## src/rtl/fetch_pc_sequencer_pkg.sv

```systemverilog
// Shared fetch constants and FSM encoding for the IF stage.
// The IM and CP0 blocks import the same address constants.
package fetch_pc_sequencer_pkg;

  localparam logic [31:0] RESET_PC   = 32'h0000_3000;
  localparam logic [31:0] HANDLER_PC = 32'h0000_4180;
  localparam logic [31:0] IM_BASE    = 32'h0000_3000;
  localparam int unsigned IM_WORDS   = 4096;
  localparam logic [31:0] IM_LAST    = IM_BASE + 32'(4 * IM_WORDS) - 32'd4;

  typedef enum logic [1:0] {
    ST_BOOT  = 2'd0,
    ST_RUN   = 2'd1,
    ST_FAULT = 2'd2
  } fetch_state_e;

endpackage

```

## src/rtl/fetch_addr_check.sv

```systemverilog
// Combinational word-address legality check against a memory window.
// Reusable for the data-memory AdEL/AdES check.
module fetch_addr_check #(
  parameter logic [31:0] BASE  = 32'h0000_3000,
  parameter int unsigned WORDS = 4096
) (
  input  logic [31:0] addr_i,
  output logic        fault_o
);

  localparam logic [31:0] LAST = BASE + 32'(4 * WORDS) - 32'd4;

  logic misaligned;
  logic below;
  logic above;

  assign misaligned = |addr_i[1:0];
  assign below      = addr_i < BASE;
  assign above      = addr_i > LAST;
  assign fault_o    = misaligned | below | above;

endmodule

```

## src/rtl/fetch_pc_sequencer.sv

```systemverilog
// Program counter owner for the IF stage: next-PC selection, fetch fault
// detection, fetch-valid gating and a count of accepted fetches.
module fetch_pc_sequencer
  import fetch_pc_sequencer_pkg::*;
(
  input  logic        clk,
  input  logic        reset,
  input  logic        stall,
  input  logic        br_taken,
  input  logic [31:0] br_target,
  input  logic        jmp,
  input  logic [31:0] jmp_target,
  input  logic        exc_req,
  input  logic        eret,
  input  logic [31:0] epc,
  output logic [31:0] pc,
  output logic [31:0] pc8,
  output logic        if_valid,
  output logic        fetch_fault,
  output logic [31:0] badvaddr,
  output logic [31:0] fetch_count,
  output logic [1:0]  dbg_state
);

  fetch_state_e state_q, state_d;
  logic [31:0]  pc_q, pc_d;
  logic [31:0]  count_q, count_d;
  logic         addr_fault;

  fetch_addr_check #(
    .BASE  (IM_BASE),
    .WORDS (IM_WORDS)
  ) u_addr_check (
    .addr_i  (pc_q),
    .fault_o (addr_fault)
  );

  always_ff @(posedge clk or negedge reset) begin
    if (!reset) begin
      state_q <= ST_BOOT;
      pc_q    <= RESET_PC;
      count_q <= '0;
    end else begin
      state_q <= state_d;
      pc_q    <= pc_d;
      count_q <= count_d;
    end
  end

  // exc_req and eret outrank both the fault check and stall.
  always_comb begin
    state_d = state_q;
    pc_d    = pc_q;
    case (state_q)
      ST_BOOT: begin
        state_d = ST_RUN;
      end
      ST_RUN: begin
        if (exc_req) begin
          pc_d = HANDLER_PC;
        end else if (eret) begin
          pc_d = epc;
        end else if (addr_fault) begin
          state_d = ST_FAULT;
        end else if (stall) begin
          pc_d = pc_q;
        end else if (jmp) begin
          pc_d = jmp_target;
        end else if (br_taken) begin
          pc_d = br_target;
        end else begin
          pc_d = pc_q + 32'd4;
        end
      end
      ST_FAULT: begin
        if (exc_req) begin
          pc_d    = HANDLER_PC;
          state_d = ST_RUN;
        end else if (eret) begin
          pc_d    = epc;
          state_d = ST_RUN;
        end
      end
      default: begin
        state_d = ST_BOOT;
        pc_d    = RESET_PC;
      end
    endcase
  end

  always_comb begin
    if_valid    = (state_q == ST_RUN) && !stall && !addr_fault;
    fetch_fault = (state_q == ST_FAULT) ||
                  ((state_q == ST_RUN) && addr_fault && !exc_req && !eret);
    badvaddr    = fetch_fault ? pc_q : 32'd0;
  end

  assign count_d     = count_q + {31'd0, if_valid};
  assign pc          = pc_q;
  assign pc8         = pc_q + 32'd8;
  assign fetch_count = count_q;
  assign dbg_state   = state_q;

endmodule

```

## config.mk

```make
export PLATFORM = sky130hd
export DESIGN_NAME = fetch_pc_sequencer
export DESIGN_NICKNAME = d
export VERILOG_FILES = /design/src/rtl/fetch_pc_sequencer_pkg.sv /design/src/rtl/fetch_addr_check.sv /design/src/rtl/fetch_pc_sequencer.sv
export SDC_FILE = /design/constraint.sdc
export NUM_CORES = 1
export LEC_CHECK = 0
export CORE_MARGIN = 2
export CORE_UTILIZATION = 39
export CTS_BUF_LIST = sky130_fd_sc_hd__clkbuf_8
export DETAILED_ROUTE_END_ITERATION = 12
export PLACE_DENSITY = 0.79
export SLEW_MARGIN = 20
export SYNTH_ARGS = -nofsm -noshare
export SYNTH_HDL_FRONTEND = slang
export SYNTH_HIERARCHICAL = 1
export SYNTH_SLANG_ARGS = --single-unit
```

## constraint.sdc

```tcl
create_clock -name clk -period 2.75 [get_ports clk]
set_input_delay 0.6875 -clock clk [delete_from_list [all_inputs] [get_ports clk]]
set_output_delay 0.6875 -clock clk [all_outputs]
set_load 0.01 [all_outputs]
```

==> results.md, run 1 <==
* Crit end category: output pin
* Ys Warns at 6
* Synth top area share at between 30% and 40%
* Switching Fraction at approximately 43%
* Max-slew headroom at between 70 and 80%
* CTS Hold Buffers Added at 0
* Post-synth EDFFs at 0
* Vias/cell at just under 6
* Dpl hpwl at around 16000 µm
* Max cap viols at 0
* Core area at 13200 µm²
* Row count at 42
* Wirelength per Cell at about 20 µm
* NetSw at 3.09 mW
* Placed Area at 8480 µm²
* Clock root buffer: clkbuf_8
* Post-Synthesis Net Count at 742
* Clk network pwr share at 13.2%
* Worst path slowest cell: or4_4
* Clock Sinks at 66
* Max Clock Freq at 337 MHz
* Sequential Power Share at 19.1%
* Fraction of registers with async set or reset after synthesis at 100%
* Final Wtd Congestion at 0.931
* Io pins at 235
* Post-Syn Instances at 630
* Vias in the first global route at 6541
* Hold/Removal Path Class: in -> async
* Post-synth top area cell: dfrtp_1
* Clk pin slew, worst setup/hold paths at 0.09 ns
* Worst path arrival time at 2.28 ns
* TritonRoute pass-1 iters at 6
* Critical Path Most Common Cell: buf_4
* Final cell count without fillers at around 1200
* Sequential share of the synthesized area at roughly a third
* Synth Flop Type: dfrtp_1
* First-pass GRT wire length at 34800 µm
* Violated checks: negative setup slack
* Status: complete, but fails checks
* Post-layout util at 71.3%
* Final hold viol count at 0
* Fin crit share at 108%
* Num CTS Buffers at 9
* Die height at 120 µm
* Die W at 120 µm
* Mean Syn Cell Area at ~8.3 µm²
* Worst path required time at 2.06 ns
* Final setup vio count at 51
* Post-Syn Area at around 5200 µm²
* Largest net degree at the start of global routing at 67
* Routed WL at about 24000 µm
* Initial antenna violation count at 0
* Synth top area cells: dfrtp_1 31%, xnor2_1 7.5%, nand2_1 5.2%
* Crit start category: flip-flop
* Gr usage total at between 30 and 40%
* Maximum root-to-sink buffer count at 2
* Placed cell count at roughly 1100
* Minimum clock period at 2.97 ns
* Fin area at 9410 µm²
* Dpl ws at -0.310 ns
* RSZ-0062 raised after global routing: true
* Layout area overhead at 79.7%
* H-tree depth at 3
* Internal power at just over 4 mW
* Yosys cell types at 70
* P per Cell Area at approximately 770 nW/µm²
* Port Buf Inserts at approximately 230
* Worst slew pin tran at around 0.44 ns
* CP max FO at 3
* DRC errors left at 0
* Combinational Power Share at 67.7%
* Power, Total at 7.20 mW
* Starting Density at 39.7%
* Final hold slack at between 0.3 and 0.4 ns
* Setup TNS Final at -6.00 ns
* Share of cells above drive strength 1 at 31.7%
* Routed Antenna Nets at 0
* Count of state elements after synthesis at 66
* # diodes at 0
* Setup WS post-layout at -0.219 ns
* Pleak at 4.11 nW
* Slowest stage delay, CP at 0.48 ns
* Die Area at 14400 µm²
* Slew Limit Fails at 0
* DR iter-0 viols at 650
* Worst skew pair latency at 0.35 ns
* Critical path class: reg -> out
* CTS tree: done
* GRT overflow at 0
* Peak VDD IR at just over 0.4 mV
* Total Nets Final at 1090
* Crit path cell chain: nand4_1, buf_4, buf_4, or4_4, nor2_4, buf_6, xor2_1, buf_2
* Worst clock skew at 0.0146 ns
* Via count at 6781
-- timing repair --
action | CTS | global route
resized for setup | 255 | 115
setup buffers | 24 | 20
setup endpoints to repair | 72 | 99
cloned | 3 | 1
pin swaps | 17 | 48
-- metal layers --
metal  vias up  GRT usage (%)  routed length [µm]
met5         -              0                   0
met2       489           51.7               11500
met1      3195           37.7                8920
met3        87           6.46                2350
met4         0           17.1                1050
li1       3010              -                   -
-- power groups by stage --
stage                     combinational [mW]  clock (mW)  sequential, mW
after floorplan                         1.71           0            1.49
after global placement                  3.94           0            1.36
after detailed placement                3.98           0            1.37
after CTS                               4.49       0.953            1.35
after global routing                    5.11        1.01            1.39
final                                   4.88       0.953            1.37
-- layout make-up --
type                       count  area [µm²]
timing repair buffer         388        3480
clock inverter                 7        98.8
multi-input combinational    499        3780
fill                         975        3780
clock buffer                   9         124
sequential                    66        1650
tap                          176         220
inverter                      14        52.6
-- worst paths after layout --
check / startpoint / end / slack, ns / cells after the start
max in group asynchronous: reset / pc[13]$_DFFE_PN1P_ / 2.05 / 2
worst min-delay path: reset / fetch_count[15]$_DFF_PN0_ / 0.36 / 2
worst min register to register: fetch_count[31]$_DFF_PN0_ / fetch_count[31]$_DFF_PN0_ / 0.48 / 1
min in group clk: fetch_count[31]$_DFF_PN0_ / fetch_count[31]$_DFF_PN0_ / 0.48 / 1
worst max-delay path: pc[8]$_DFFE_PN0P_ / pc8[22] / -0.22 / 8
worst max register to register: pc[13]$_DFFE_PN1P_ / pc[16]$_DFFE_PN0P_ / -0.09 / 11
-- logic make-up (layout without fill, tap and decap cells) --
kind of cell | after synthesis | after routing | share of synthesized area [%]
and+or+nand+nor | 268 | 268 | 27.5
muxes | 6 | 6 | 1.15
DFF | 66 | 66 | 31.6
adders and majority gates | 9 | 9 | 2.15
buffers and inverters | 65 | 418 | 5.57
xor gates and xnor gates | 69 | 69 | 11.5
AOI/OAI and AO/OA | 147 | 147 | 20.5
-- worst max-delay path, delay by kind of cell, from the launching register on --
kind	cells	cell delay (ns)
XOR/XNOR	1	0.14
buffers and inverters	4	0.57
flip-flops	1	0.37
AND/OR/NAND/NOR	3	0.84
-- flip-flops by register name (all words and copies together) (netlist names) --
signal       count
fetch_count     32
pc              32
dbg_state        2
-- cell usage in the layout (no fill, tap or decap), types with 6 or more instances in the layout --
| master | count |
|---|---|
| o21ai_0 | 24 |
| nor2_1 | 21 |
| ha_1 | 6 |
| nor2b_1 | 32 |
| a21o_1 | 7 |
| a22oi_1 | 8 |
| clkbuf_8 | 9 |
| buf_12 | 7 |
| xor2_1 | 24 |
| and3_1 | 9 |
| nand2_2 | 7 |
| nor3_1 | 10 |
| o211ai_1 | 7 |
| nand2_1 | 60 |
| buf_4 | 113 |
| nand3_1 | 26 |
| nor4_1 | 6 |
| buf_2 | 49 |
| inv_1 | 12 |
| nor2_4 | 7 |
| dfrtp_1 | 64 |
| a22o_1 | 13 |
| xnor2_1 | 40 |
| buf_6 | 33 |
| nand4_1 | 22 |
| clkdlybuf4s50_1 | 175 |
| a221o_1 | 6 |
| mux2i_1 | 6 |
| and4_1 | 6 |
| o221ai_1 | 10 |
| a21oi_1 | 14 |
-- synth_stat cells, types with 5 or more instances --
library cell   n
o21ai_0       26
nor2_1        32
and4_1         7
nand4_1       22
nand3_1       32
o221ai_1      10
mux2i_1        6
a21o_1         7
nand2b_1       5
a22o_1        13
clkbuf_1      28
and3_1        10
or3_1          6
buf_2         17
a221o_1        6
o211ai_1       7
dfrtp_1       64
nand2_1       72
nor4_1         8
a22oi_1       12
a21oi_1       19
nor3_1        17
buf_4          5
a31oi_1        5
xor2_1        24
nor2b_1       34
nor4_2         5
xnor2_1       45
ha_1           9
inv_1         13
Power figures use the tool's default switching activity.
==> inputs of run 2 (changes only) <==
- CORE_ASPECT_RATIO: not set -> 0.9
==> run 2 against run 1 <==
  * The flow still finishes with violations (negative setup slack)
  * Via count up 2.1%
  * Sequential share of layout area increased by 0.18 points
  * Cell count is 1.6% lower
  * Combinational power is essentially flat
  * Global-route usage increased by 0.13 points
  * Critical path type unchanged
  * Critical endpoint is now badvaddr[0]
  * Largest cell class unchanged
  * Largest power group unchanged
  * Highest routed layer unchanged
==> results.md, run 2 (same netlist as run 1, synthesis figures left out) <==
* Clk pin slew, worst setup/hold paths at 0.08 ns (was 0.09 ns)
* Share of cells above drive strength 1 at 31.5% (was 31.7%)
* Fin area at 9320 µm² (was 9410 µm²)
* Max Clock Freq at 341 MHz (was 337 MHz)
* Worst path arrival time at 2.24 ns (was 2.28 ns)
* CTS Hold Buffers Added at 0 (unchanged)
* Most frequent cells in the layout: 174 x clkdlybuf4s50_1, 107 x buf_4, 64 x nand2_1 (was 175 x clkdlybuf4s50_1, 113 x buf_4, 64 x dfrtp_1)
* Crit end category: output pin (unchanged)
* NetSw at 3.19 mW (was 3.09 mW)
* Status: complete, but fails checks (unchanged)
* GRT overflow at 0 (unchanged)
* Routed WL at 24500 µm (was 23800 µm)
* Peak VDD IR at 0.412 mV (was 0.405 mV)
* CTS tree: done (unchanged)
* Final cell count without fillers at 1141 (was 1159)
* RSZ-0062 raised after global routing: true (unchanged)
* Final Wtd Congestion at 1.00 (was 0.931)
* Hold/Removal Path Class: in -> async (unchanged)
* Dpl ws at -0.292 ns (was -0.310 ns)
* Vias/cell at 6.07 (was 5.85)
* Slew Limit Fails at 0 (unchanged)
* Wirelength per Cell at 21.4 µm (was 20.5 µm)
* Critical path class: reg -> out (unchanged)
* Setup WS post-layout at -0.182 ns (was -0.219 ns)
* Max-slew headroom at 42.7% (was 70.2%)
* Final-layout fill cell count at 1020 (was 975)
* Vias in the first global route at 6436 (was 6541)
* Largest net degree at the start of global routing at 32 (was 67)
* Die W at 126 µm (was 120 µm)
* Final hold viol count at 0 (unchanged)
* Power, Total at 7.18 mW (was 7.20 mW)
* Starting Density at 39.6% (was 39.7%)
* DR iter-0 viols at 683 (was 650)
* Switching Fraction at 44.5% (was 42.9%)
* Routed Antenna Nets at 0 (unchanged)
* Port Buf Inserts at 234 (unchanged)
* TritonRoute pass-1 iters at 5 (was 6)
* Dpl hpwl at 16900 µm (was 16500 µm)
* Clk network pwr share at 12.5% (was 13.2%)
* Gr usage total at 31.3% (was 31.2%)
* Layout area overhead at 78.1% (was 79.7%)
* Worst skew pair latency at 0.37 ns (was 0.35 ns)
* Minimum clock period at 2.93 ns (was 2.97 ns)
* First-pass GRT wire length at 35200 µm (was 34800 µm)
* Via count at 6922 (was 6781)
* Clock root buffer: clkbuf_8 (unchanged)
* Internal power at 3.99 mW (was 4.11 mW)
* Row count at 40 (was 42)
* Combinational Power Share at 68.2% (was 67.7%)
* H-tree depth at 3 (unchanged)
* Total Nets Final at 1079 (was 1090)
* Worst clock skew at 0.00906 ns (was 0.0146 ns)
* Worst path required time at 2.06 ns (about the same)
* Clock Sinks at 66 (unchanged)
* DRC errors left at 0 (unchanged)
* Max cap viols at 0 (unchanged)
* Placed Area at 8490 µm² (was 8480 µm²)
* CP max FO at 8 (was 3)
* Leading cell type in the layout, fill and taps excluded: clkdlybuf4s50_1 (unchanged)
* Sequential Power Share at 19.3% (was 19.1%)
* Post-layout util at 70.5% (was 71.3%)
* Crit start category: flip-flop (unchanged)
* Io pins at 235 (unchanged)
* Pleak at 4.08 nW (was 4.11 nW)
* Die Area at 14400 µm² (about the same)
* Core area at 13200 µm² (about the same)
* Worst slew pin tran at 0.857 ns (was 0.443 ns)
* Final setup vio count at 65 (was 51)
* Maximum root-to-sink buffer count at 2 (unchanged)
* Num CTS Buffers at 9 (unchanged)
* Die height at 114 µm (was 120 µm)
* Fin crit share at 107% (was 108%)
* Violated checks: negative setup slack (unchanged)
* P per Cell Area at 771 nW/µm² (was 765 nW/µm²)
* Initial antenna violation count at 0 (unchanged)
* Placed cell count at 1100 (was 1102)
-- run 2: repair_timing --
item | CTS | global route
pin swaps | 9 | 53
buffers inserted | 7 | 18
setup endpoints to repair | 67 | 89
gates resized for setup | 240 | 128
gates cloned | 3 | 1
-- run 2: power by group through the flow --
stage	Sequential (mW)	Combinational (mW)	Clock, mW
3_3_place_gp	1.36	3.98	0
6_report	1.38	4.90	0.901
5_1_grt	1.40	5.11	0.940
2_1_floorplan	1.49	1.71	0
4_1_cts	1.36	4.37	0.895
3_5_place_dp	1.37	4.02	0
-- run 2: worst paths after layout --
check / start / to / slack, ns / depth (start not counted)
max: pc[28]$_DFFE_PN0P_ / badvaddr[0] / -0.18 / 9
min: reset / fetch_count[0]$_DFF_PN0_ / 0.20 / 1
max reg2reg: pc[28]$_DFFE_PN0P_ / pc[29]$_DFFE_PN0P_ / -0.15 / 12
min reg2reg: fetch_count[31]$_DFF_PN0_ / fetch_count[31]$_DFF_PN0_ / 0.47 / 1
max in group asynchronous: reset / pc[14]$_DFFE_PN0P_ / 1.84 / 2
min in group clk: fetch_count[31]$_DFF_PN0_ / fetch_count[31]$_DFF_PN0_ / 0.47 / 1
-- run 2: cell type report --
class	instances	area [µm²]	share of cell area (%)
antenna	1	2.50	0.0268
clock buffer	9	124	1.33
clock inverter	7	83.8	0.899
inverter	14	57.6	0.617
multi-input combinational	500	3850	41.3
sequential	66	1660	17.8
tap	168	210	2.26
timing repair buffer	376	3340	35.8
-- run 2: per-stage QoR --
stage	TNS [ns]	hold WS (ns)
2_1_floorplan	0	0.392
3_3_place_gp	-9.40	0.461
3_5_place_dp	-10.29	0.467
4_1_cts	-5.92	0.206
5_1_grt	-11.14	0.211
6_report	-7.67	0.203
-- run 2: layer usage --
| metal | GRT usage, % | vias to the layer above | routed length (µm) |
|---|---|---|---|
| li1 | - | 2992 | - |
| met1 | 41.8 | 3276 | 9370 |
| met2 | 49.2 | 540 | 11100 |
| met3 | 6.33 | 114 | 2660 |
| met4 | 14.1 | 0 | 1340 |
| met5 | 0 | - | 0 |
-- run 2: critical path, cell delays in order, from the launching register on --
cell     delay, ns
dfrtp_1       0.41
nor4_1        0.33
buf_4         0.18
nand4_1       0.13
buf_6         0.17
a31oi_4       0.18
buf_12        0.16
buf_12        0.14
nor2b_1       0.05
buf_2         0.13
